File: src/rtl/traffic_lights_cmd_rx.sv
// rtl/traffic_lights_cmd_rx.sv - byte-stream command framer for the traffic-light controller
// Optional checksum byte enabled by defining CMD_RX_CHECKSUM_EN.
module traffic_lights_cmd_rx #(
    parameter logic [3:0] SYNC_NIBBLE    = 4'hA,
    parameter int         CMD_TYPE_MAX   = 5,
    parameter int         TIMEOUT_CYCLES = 1000
) (
    input  logic        clk_i,
    input  logic        rst_n_i,
    input  logic [7:0]  byte_data_i,
    input  logic        byte_val_i,
    output logic        byte_rdy_o,
    output logic [2:0]  cmd_type_o,
    output logic [15:0] cmd_data_o,
    output logic        cmd_val_o,
    output logic        frame_err_o,
    output logic [7:0]  err_cnt_o
);

    localparam int CW = $clog2(TIMEOUT_CYCLES + 1);

`ifdef CMD_RX_CHECKSUM_EN
    typedef enum logic [2:0] {S_IDLE, S_HI, S_LO, S_CHK, S_EMIT} state_t;
`else
    typedef enum logic [2:0] {S_IDLE, S_HI, S_LO, S_EMIT} state_t;
`endif

    state_t      state_q, state_d;
    logic [CW-1:0] cnt_q, cnt_d;
    logic [2:0]  type_q, type_d;
    logic [7:0]  hi_q, hi_d;
    logic [2:0]  cmd_type_q, cmd_type_d;
    logic [15:0] cmd_data_q, cmd_data_d;
    logic        cmd_val_q, cmd_val_d;
    logic        err_q, err_d;
    logic [7:0]  err_cnt_q, err_cnt_d;
    logic        rdy_q, rdy_d;
`ifdef CMD_RX_CHECKSUM_EN
    logic [7:0]  lo_q, lo_d;
    logic [7:0]  chk_exp;
`endif

    logic accept;
    logic hdr_ok;
    logic timeout;

    assign accept  = byte_val_i && rdy_q;
    assign hdr_ok  = (byte_data_i[7:4] == SYNC_NIBBLE) && !byte_data_i[3]
                     && (int'(byte_data_i[2:0]) <= CMD_TYPE_MAX);
    // Last idle cycle before the frame is abandoned; an accept here still wins.
    assign timeout = (cnt_q == CW'(TIMEOUT_CYCLES - 1));
`ifdef CMD_RX_CHECKSUM_EN
    assign chk_exp = {SYNC_NIBBLE, 1'b0, type_q} ^ hi_q ^ lo_q;
`endif

    always_comb begin
        state_d    = state_q;
        cnt_d      = cnt_q;
        type_d     = type_q;
        hi_d       = hi_q;
        cmd_type_d = cmd_type_q;
        cmd_data_d = cmd_data_q;
        cmd_val_d  = 1'b0;
        err_d      = 1'b0;
`ifdef CMD_RX_CHECKSUM_EN
        lo_d       = lo_q;
`endif
        case (state_q)
            S_IDLE: begin
                cnt_d = '0;
                if (accept) begin
                    if (hdr_ok) begin
                        type_d  = byte_data_i[2:0];
                        state_d = S_HI;
                    end else begin
                        err_d = 1'b1;
                    end
                end
            end
            S_HI: begin
                if (accept) begin
                    hi_d    = byte_data_i;
                    cnt_d   = '0;
                    state_d = S_LO;
                end else if (timeout) begin
                    cnt_d   = '0;
                    err_d   = 1'b1;
                    state_d = S_IDLE;
                end else begin
                    cnt_d = cnt_q + 1'b1;
                end
            end
            S_LO: begin
                if (accept) begin
                    cnt_d = '0;
`ifdef CMD_RX_CHECKSUM_EN
                    lo_d    = byte_data_i;
                    state_d = S_CHK;
`else
                    cmd_type_d = type_q;
                    cmd_data_d = {hi_q, byte_data_i};
                    cmd_val_d  = 1'b1;
                    state_d    = S_EMIT;
`endif
                end else if (timeout) begin
                    cnt_d   = '0;
                    err_d   = 1'b1;
                    state_d = S_IDLE;
                end else begin
                    cnt_d = cnt_q + 1'b1;
                end
            end
`ifdef CMD_RX_CHECKSUM_EN
            S_CHK: begin
                if (accept) begin
                    cnt_d = '0;
                    if (byte_data_i == chk_exp) begin
                        cmd_type_d = type_q;
                        cmd_data_d = {hi_q, lo_q};
                        cmd_val_d  = 1'b1;
                        state_d    = S_EMIT;
                    end else begin
                        err_d   = 1'b1;
                        state_d = S_IDLE;
                    end
                end else if (timeout) begin
                    cnt_d   = '0;
                    err_d   = 1'b1;
                    state_d = S_IDLE;
                end else begin
                    cnt_d = cnt_q + 1'b1;
                end
            end
`endif
            S_EMIT: begin
                cnt_d   = '0;
                state_d = S_IDLE;
            end
            default: begin
                cnt_d   = '0;
                state_d = S_IDLE;
            end
        endcase
    end

    // Ready is registered from the next state so it drops exactly for the EMIT cycle.
    assign rdy_d     = (state_d != S_EMIT);
    assign err_cnt_d = (err_d && (err_cnt_q != 8'hFF)) ? err_cnt_q + 8'd1 : err_cnt_q;

    always_ff @(posedge clk_i or negedge rst_n_i) begin
        if (!rst_n_i) begin
            state_q    <= S_IDLE;
            cnt_q      <= '0;
            type_q     <= '0;
            hi_q       <= '0;
            cmd_type_q <= '0;
            cmd_data_q <= '0;
            cmd_val_q  <= 1'b0;
            err_q      <= 1'b0;
            err_cnt_q  <= '0;
            rdy_q      <= 1'b0;
`ifdef CMD_RX_CHECKSUM_EN
            lo_q       <= '0;
`endif
        end else begin
            state_q    <= state_d;
            cnt_q      <= cnt_d;
            type_q     <= type_d;
            hi_q       <= hi_d;
            cmd_type_q <= cmd_type_d;
            cmd_data_q <= cmd_data_d;
            cmd_val_q  <= cmd_val_d;
            err_q      <= err_d;
            err_cnt_q  <= err_cnt_d;
            rdy_q      <= rdy_d;
`ifdef CMD_RX_CHECKSUM_EN
            lo_q       <= lo_d;
`endif
        end
    end

    assign byte_rdy_o  = rdy_q;
    assign cmd_type_o  = cmd_type_q;
    assign cmd_data_o  = cmd_data_q;
    assign cmd_val_o   = cmd_val_q;
    assign frame_err_o = err_q;
    assign err_cnt_o   = err_cnt_q;

endmodule

File: config.mk
export PLATFORM = sky130hd
export DESIGN_NAME = traffic_lights_cmd_rx
export DESIGN_NICKNAME = d
export VERILOG_FILES = /design/src/rtl/traffic_lights_cmd_rx.sv
export SDC_FILE = /design/constraint.sdc
export NUM_CORES = 1
export LEC_CHECK = 0
export CAP_MARGIN = 15
export CORE_AREA = 2 2 91 93
export CTS_BUF_LIST = sky130_fd_sc_hd__clkbuf_8
export DETAILED_ROUTE_END_ITERATION = 12
export DIE_AREA = 0 0 93 95
export PLACE_DENSITY = 0.47
export SKIP_LAST_GASP = 1
export SLEW_MARGIN = 25
export SYNTH_ARGS = -nofsm -noshare
export SYNTH_HDL_FRONTEND = slang
export SYNTH_SLANG_ARGS = --single-unit
File: constraint.sdc
create_clock -name clk_i -period 3.1 [get_ports clk_i]
set_clock_uncertainty 0.05 [all_clocks]
set_input_delay 0.465 -clock clk_i [delete_from_list [all_inputs] [get_ports clk_i]]
set_output_delay 0.465 -clock clk_i [all_outputs]
set_load 0.05 [all_outputs]
==> impl_metrics.sql, run 1 <==
INSERT INTO impl_metrics (metric_group, metric, value, unit) VALUES
('power', 'peak_ir_drop_on_the_vdd_network', '0.234', 'mV'),
('worst_setup_path', 'cpLargestDelayFamily', 'simple AND/OR/NAND/NOR gates', ''),
('power', 'design_power_total', '1.67', 'mW'),
('worst_setup_path', 'crit_path_max_fanout', '7', ''),
('clock_tree', 'cts_root_buffer', 'sky130_fd_sc_hd__clkbuf_8', ''),
('power', 'power_density', '584', 'nW/um^2'),
('floorplan', 'initial_utilization', '0.282', ''),
('layout', 'synthToLayoutAreaGrowth', '27.8', '%'),
('global_routing', 'global_route.overflow_total', '0', ''),
('sta', 'finalHoldViolCount', '0', ''),
('global_routing', 'number_of_global_route_vias_before_repair', '1497', ''),
('routing', 'drc', '0', ''),
('layout', 'layout.core_utilization', '0.360', ''),
('routing', 'detail_routed_net_length_per_standard_cell', '13.4', 'um'),
('yosys', 'ranking_of_synthesized_cells_by_area', 'sky130_fd_sc_hd__dfrtp_1, sky130_fd_sc_hd__mux2_2, sky130_fd_sc_hd__nor2_1, sky130_fd_sc_hd__xnor2_1, sky130_fd_sc_hd__a21oi_1', ''),
('sta', 'share_of_the_clock_period_used_by_the_worst_path_after_layout', '0.719', ''),
('layout', 'antennaDiodeCount', '0', ''),
('worst_setup_path', 'crit_path_end_kind', 'register', ''),
('sta', 'rsz0062_at_grt', 'false', ''),
('sta', 'finalSetupViolations', '0', ''),
('yosys', 'synth_largest_area_cell', 'sky130_fd_sc_hd__dfrtp_1', ''),
('clock_tree', 'post_cts.resized_instances', '0', ''),
('worst_setup_path', 'crit-reg2reg-launch', 'cnt_q[0]', ''),
('floorplan', 'num_io_pins', '41', ''),
('worst_setup_path', 'timing.critical_path.arrival', '2.37', 'ns'),
('floorplan', 'floorplan.die.height', '95', 'um'),
('floorplan', 'die_width', '93', 'um'),
('worst_setup_path', 'critical_path_buf_inv_count', '1', ''),
('clock_tree', 'cts.sinks', '54', ''),
('clock_tree', 'clkSlewWorstSetupHoldPaths', '0.10', 'ns'),
('worst_setup_path', 'delay_of_the_slowest_cell_on_the_worst_path', '0.52', 'ns'),
('routing', 'wirelength', '4290', 'um'),
('yosys', 'synth_top_cell_area_share', '0.604', ''),
('power', 'share_seq_of_total_power', '0.500', ''),
('clock_tree', 'cts_htree_levels', '2', ''),
('sta', 'post-route-worst-setup-slack', '0.871', 'ns'),
('hold_path', 'hold_class', 'in -> async', ''),
('power', 'power.switching_fraction', '0.343', ''),
('power', 'static-leakage-power', '1.28', 'nW'),
('yosys', 'syn-cell-area', '2240', 'sq um'),
('clock_tree', 'cts_tree', 'done', ''),
('clock_tree', 'clock_tree.buffer_depth', '2', ''),
('sta', 'tightest_slew', '0.802', 'ns'),
('yosys', 'ys_warn_count', '0', ''),
('global_routing', 'groute.usage.overall', '0.108', ''),
('sta', 'totalNegativeSetupSlack', '0', 'ns'),
('placed_design', 'gp_congestion', '0.689', ''),
('worst_setup_path', 'crit_path_cell_trace', 'clkdlybuf4s50_1 -> nand2_1 -> or4_1 -> o22ai_4 -> and2_1 -> mux2_4', ''),
('global_routing', 'global_route_wire_length_before_repair', '7500', 'um'),
('power', 'net_switching_component_of_the_power', '573', 'uW'),
('worst_setup_path', 'crit_type', 'in -> reg', ''),
('yosys', 'async_flop_share', '1.00', ''),
('clock_tree', 'clkLatencyLatePin', '0.31', 'ns'),
('floorplan', 'design.die.area', '8840', 'sq um'),
('routing', 'first_iter_violations', '28', ''),
('clock_tree', 'cts_buffers', '5', ''),
('yosys', 'synth.lib_cells_used.distinct', '35', ''),
('yosys', 'synth_cells', '167', ''),
('yosys', 'synth_common_cells', 'sky130_fd_sc_hd__dfrtp_1, sky130_fd_sc_hd__mux2_2, sky130_fd_sc_hd__nor2_1, sky130_fd_sc_hd__a21oi_1, sky130_fd_sc_hd__and3_1', ''),
('clock_tree', 'hold_buffers', '0', ''),
('status', 'outcome', 'finished, final reports clean', ''),
('power', 'pwr-share-comb', '0.261', ''),
('run', 'maxCapViolCount', '0', ''),
('yosys', 'synth_nets', '180', ''),
('layout', 'post_route_cells_drive_above_1_share', '0.229', ''),
('yosys', 'commonest_register_cell_after_synthesis', 'sky130_fd_sc_hd__dfrtp_1', ''),
('sta', 'fin_crit', '2.23', 'ns'),
('power', 'intPower', '1.10', 'mW'),
('yosys', 'synth_enable_flop_cells', '0', ''),
('routing', 'firstDrtPassIters', '4', ''),
('worst_setup_path', 'critPathLaunchType', 'input pin', '');
[through the flow]
step / hold slack (ns) / instances / cell area, sq um
floorplan: 0.119 / 167 / 2240
global placement: 0.401 / 311 / 2770
detailed placement: 0.394 / 311 / 2770
CTS: 0.212 / 319 / 2860
global route: 0.253 / 319 / 2860
finish: 0.184 / 319 / 2860
[worst register-to-register path, delay by kind of cell (launching register included)]
| family | cells | cell delay (ns) |
|---|---|---|
| compound gates | 1 | 0.12 |
| fa+ha+maj | 1 | 0.20 |
| flops | 1 | 0.37 |
| mux | 1 | 0.32 |
| simple gates | 3 | 0.88 |
[how the worst max path moves through the flow]
| stage | startpoint | to | slack [ns] | cells past startpoint |
|---|---|---|---|---|
| after global routing | byte_val_i | err_cnt_o[1] | 0.79 | 6 |
| final | byte_val_i | err_cnt_o[1] | 0.87 | 6 |
| after detailed placement | byte_val_i | err_cnt_o[1] | 0.54 | 6 |
| after CTS | byte_val_i | err_cnt_o[1] | 0.86 | 6 |
| after floorplan | byte_rdy_o | err_cnt_o[1] | 0.78 | 6 |
| after global placement | byte_val_i | err_cnt_o[1] | 0.55 | 6 |
[cell usage in the layout, fill, tap and decap left out, types with 2 or more instances in the layout]
master                            count
sky130_fd_sc_hd__a31oi_1              2
sky130_fd_sc_hd__a41oi_1              3
sky130_fd_sc_hd__buf_4                3
sky130_fd_sc_hd__nand2b_1             3
sky130_fd_sc_hd__nand3b_1             3
sky130_fd_sc_hd__nand3_1              4
sky130_fd_sc_hd__nand2_1              3
sky130_fd_sc_hd__xor2_1               4
sky130_fd_sc_hd__clkdlybuf4s50_1     39
sky130_fd_sc_hd__nor2_1              12
sky130_fd_sc_hd__o21ai_0              3
sky130_fd_sc_hd__ha_1                 2
sky130_fd_sc_hd__mux2_2              30
sky130_fd_sc_hd__a21oi_1              8
sky130_fd_sc_hd__inv_1                5
sky130_fd_sc_hd__dfrtp_1             54
sky130_fd_sc_hd__xnor2_1              5
sky130_fd_sc_hd__clkbuf_8             5
sky130_fd_sc_hd__and3_1               6
[state kept, by name, indices dropped and copies added, names as in the netlist]
register     count
byte_rdy_o       1
cmd_data_o      16
cmd_type_o       3
cmd_val_o        1
cnt_q           10
err_cnt_o        8
frame_err_o      1
hi_q             8
state_q          3
type_q           3
[logic make-up after synthesis]
| group | after synthesis | share of synthesized area |
|---|---|---|
| AND/OR/NAND/NOR | 43 | 0.111 |
| AO/OA/AOI/OAI | 18 | 0.0576 |
| other | 1 | 0.00168 |
| flip-flops | 54 | 0.604 |
| adder cells (fa/ha/maj) | 2 | 0.0112 |
| XOR/XNOR | 9 | 0.0353 |
| multiplexers | 32 | 0.162 |
| buffers and inverters | 8 | 0.0168 |
[power by group through the flow]
stage / Clock, mW / Sequential [mW] / Combinational [mW]
floorplan: 0 / 1.02 / 0.102
global placement: 0 / 0.849 / 0.443
detailed placement: 0 / 0.849 / 0.442
CTS: 0.427 / 0.836 / 0.442
global route: 0.450 / 0.847 / 0.469
finish: 0.399 / 0.834 / 0.436
[area by class of cell]
| cell class | count | area, sq um |
|---|---|---|
| inverter | 4 | 15.0 |
| fill | 806 | 5070 |
| clock buffer | 5 | 68.8 |
| tap | 105 | 131 |
| clock inverter | 3 | 21.3 |
| sequential | 54 | 1350 |
| timing repair buffer | 43 | 418 |
| multi-input combinational | 105 | 852 |
[metal layers]
layer,vias up,part of all wire,wire (um),GRT usage
met5,-,0,0,0
met4,0,0.0044,19,0.0294
met3,2,0.046,198,0.0311
met2,38,0.44,1890,0.160
met1,693,0.51,2180,0.155
li1,690,-,-,-
Power figures use the tool's default switching activity.
==> run 2, diff against run 1 <==
==> constraint.sdc (replaced) <==
create_clock -name clk_i -period 2.1 [get_ports clk_i]
set_clock_uncertainty 0.05 [all_clocks]
set_input_delay 0.315 -clock clk_i [delete_from_list [all_inputs] [get_ports clk_i]]
set_output_delay 0.315 -clock clk_i [all_outputs]
set_load 0.05 [all_outputs]
==> run 2 against run 1 <==
  * Critical path depth stayed put
  * Utilization is 1.5 points higher
  * Clock power is 82% higher
  * Total power is 57% higher
  * Die area stayed put
  * Setup slack worse by 0.73 ns
  * Cell count is 2.5% higher
  * Routed wire length is 0.51% higher
  * Via count is 3.0% higher
  * Clock-buffer cell count stayed put
  * Critical path type is now reg -> reg
  * Critical endpoint unchanged
==> impl_metrics.sql, run 2 (synthesis gave the netlist of run 1 again) <==
INSERT INTO impl_metrics (metric_group, metric, value, unit) VALUES
('worst_setup_path', 'crit_path_end_kind', 'register', ''),
('power', 'intPower', '1.76', 'mW'),
('placed_design', 'dp.final_hpwl', '3080', 'um'),
('power', 'power.switching_fraction', '0.330', ''),
('sta', 'timing.final.max_slew_violations', '0', ''),
('global_routing', 'global_route_wire_length_before_repair', '7520', 'um'),
('floorplan', 'num_io_pins', '41', ''),
('routing', 'detail_routed_net_length_per_standard_cell', '13.2', 'um'),
('worst_setup_path', 'cpLargestDelayFamily', 'simple AND/OR/NAND/NOR gates', ''),
('worst_setup_path', 'critPathLaunchType', 'register', ''),
('clock_tree', 'cts_post_setup_buffers_inserted', '0', ''),
('routing', 'final_antenna_net_count', '0', ''),
('global_routing', 'groute.usage.overall', '0.108', ''),
('clock_tree', 'cts_buffers', '5', ''),
('power', 'pwr-share-comb', '0.250', ''),
('floorplan', 'die_width', '93', 'um'),
('worst_setup_path', 'required', '2.25', 'ns'),
('layout', 'design.final.nets', '234', ''),
('worst_setup_path', 'r2r_slack', '0.14', 'ns'),
('status', 'outcome', 'finished, final reports clean', ''),
('power', 'static-leakage-power', '1.33', 'nW'),
('power', 'power_density', '880', 'nW/um^2'),
('sta', 'finalHoldViolCount', '0', ''),
('hold_path', 'hold_class', 'in -> async', ''),
('layout', 'antennaDiodeCount', '0', ''),
('clock_tree', 'clkSlewWorstSetupHoldPaths', '0.10', 'ns'),
('routing', 'firstDrtPassIters', '4', ''),
('sta', 'rsz0062_at_grt', 'false', ''),
('floorplan', 'row_count', '33', ''),
('worst_setup_path', 'timing.critical_path.arrival', '2.11', 'ns'),
('layout', 'final_cell_mix', 'sky130_fd_sc_hd__dfrtp_1, sky130_fd_sc_hd__clkdlybuf4s50_1, sky130_fd_sc_hd__mux2_2, sky130_fd_sc_hd__nor2_1', ''),
('power', 'peak_ir_drop_on_the_vdd_network', '0.323', 'mV'),
('layout', 'final_area', '2980', 'sq um'),
('clock_tree', 'clkLatencyLatePin', '0.31', 'ns'),
('clock_tree', 'clock_tree.buffer_depth', '2', ''),
('worst_setup_path', 'critical_path_buf_inv_count', '0', ''),
('worst_setup_path', 'crit-reg2reg-launch', 'cnt_q[0]', ''),
('layout', 'largest_register_ffs', '16', ''),
('global_routing', 'global_route.overflow_total', '0', ''),
('layout', 'synthToLayoutAreaGrowth', '33.2', '%'),
('power', 'power.share.clock', '0.277', ''),
('floorplan', 'fp.coreArea', '7930', 'sq um'),
('worst_setup_path', 'crit_path_max_fanout', '3', ''),
('worst_setup_path', 'rr_endpoint', 'err_cnt_o[1]', ''),
('sta', 'fin_crit', '1.96', 'ns'),
('sta', 'share_of_the_clock_period_used_by_the_worst_path_after_layout', '0.932', ''),
('routing', 'wirelength', '4310', 'um'),
('placed_design', 'gp_congestion', '0.696', ''),
('global_routing', 'grt_max_degree', '46', ''),
('layout', 'post_route_cells_drive_above_1_share', '0.275', ''),
('layout', 'layout.cells.most_common', 'sky130_fd_sc_hd__dfrtp_1', ''),
('power', 'design_power_total', '2.62', 'mW'),
('routing', 'routed_via_density', '4.48', ''),
('sta', 'tightest_slew', '0.524', 'ns'),
('worst_setup_path', 'r2r_cells', '6', ''),
('power', 'net_switching_component_of_the_power', '864', 'uW'),
('floorplan', 'floorplan.die.height', '95', 'um'),
('floorplan', 'initial_utilization', '0.282', ''),
('sta', 'fmaxAchievable', '511', 'MHz'),
('worst_setup_path', 'crit_path_cell_trace', 'ha_1 -> nand2_1 -> or4_4 -> o22ai_4 -> and2_1 -> mux2_4', ''),
('routing', 'first_iter_violations', '33', ''),
('clock_tree', 'cts_tree', 'done', ''),
('power', 'share_seq_of_total_power', '0.473', ''),
('worst_setup_path', 'crit_type', 'reg -> reg', ''),
('clock_tree', 'cts_root_buffer', 'sky130_fd_sc_hd__clkbuf_8', ''),
('clock_tree', 'cts.sinks', '54', ''),
('global_routing', 'number_of_global_route_vias_before_repair', '1537', ''),
('floorplan', 'design.die.area', '8840', 'sq um'),
('global_routing', 'antenna_violations_before_repair', '0', ''),
('sta', 'finalSetupViolations', '0', ''),
('worst_setup_path', 'delay_of_the_slowest_cell_on_the_worst_path', '0.53', 'ns'),
('worst_setup_path', 'crit_path_max_delay_cell_type', 'sky130_fd_sc_hd__or4_4', ''),
('run', 'maxCapViolCount', '0', ''),
('clock_tree', 'cts_htree_levels', '2', ''),
('placed_design', 'dpl-instance-area', '2850', 'sq um'),
('sta', 'slew_headroom', '0.650', ''),
('routing', 'drc', '0', ''),
('placed_design', 'port_buffers', '40', ''),
('routing', 'route.vias.total', '1465', '');
run 2: changes by cell type in the layout (fill, tap and decap cells not counted), sizes merged:
cell	delta
buf	+7
bufinv	+1
clkinv	-1
clkinvlp	+1
dlygate4sd3	+1
inv	-1
run 2: how the worst max path moves through the flow:
stage                     depth (start not counted)            from  slack [ns]      endpoint
after floorplan                                   6      byte_rdy_o        0.01  err_cnt_o[1]
after global placement                            7  byte_data_i[7]       -0.08  err_cnt_o[1]
after detailed placement                          7  byte_data_i[6]       -0.09  err_cnt_o[1]
after CTS                                         6        cnt_q[0]        0.12  err_cnt_o[1]
after global routing                              6        cnt_q[0]        0.02  err_cnt_o[1]
final                                             6        cnt_q[0]        0.14  err_cnt_o[1]
run 2: routing by layer:
layer,GRT usage,vias to the layer above,part of all wire
met1,0.137,730,0.47
met4,0.0294,0,0.0084
met3,0.0351,3,0.054
met5,0,-,0
li1,-,701,-
met2,0.177,31,0.47
run 2: layout make-up:
cell class              count  area, sq um
repair buffers             51          505
fillers                   794         4950
well taps                 105          131
clock buffers               5         68.8
inverters                   4         15.0
multi-input cells         105          855
flip-flops and latches     54         1360
clock inverters             3         48.8
run 2: worst reg2reg max path: cells and delay by family (launching register included):
family                   cells  cell delay [ns]
multiplexers                 1             0.31
AND/OR/NAND/NOR              3             0.79
adder cells (fa/ha/maj)      1             0.21
AO/OA/AOI/OAI                1             0.11
flip-flops                   1             0.38
run 2: repair_timing:
action,CTS,global route
hold endpoints to repair,9,0
hold buffers,1,0
gates resized for setup,0,0
run 2: power groups by stage:
stage | logic (mW) | clock network [mW] | registers (mW)
floorplan | 0.150 | 0 | 1.51
global placement | 0.653 | 0 | 1.26
detailed placement | 0.659 | 0 | 1.26
CTS | 0.664 | 0.767 | 1.24
global route | 0.704 | 0.799 | 1.26
finish | 0.657 | 0.726 | 1.24
run 2: through the flow:
step	std cells	utilization	setup slack (ns)	TNS, ns	hold WS (ns)
after floorplan	167	-	0.0150	0	-0.0306
after global placement	318	0.360	-0.0847	-0.410	0.158
after detailed placement	318	0.360	-0.0905	-0.447	0.154
after CTS	327	0.376	0.121	0	0.355
after global routing	327	0.376	0.0247	0	0.372
final	327	0.376	0.143	0	0.355
==> run 3, diff against run 2 <==
--- a/config.mk
+++ b/config.mk
@@ -16,3 +16,4 @@
 export SYNTH_ARGS = -nofsm -noshare
 export SYNTH_HDL_FRONTEND = slang
 export SYNTH_SLANG_ARGS = --single-unit
+export TNS_END_PERCENT = 100
==> results of run 3 <==
Final layout, timing and power as in run 2 (identical DEF).
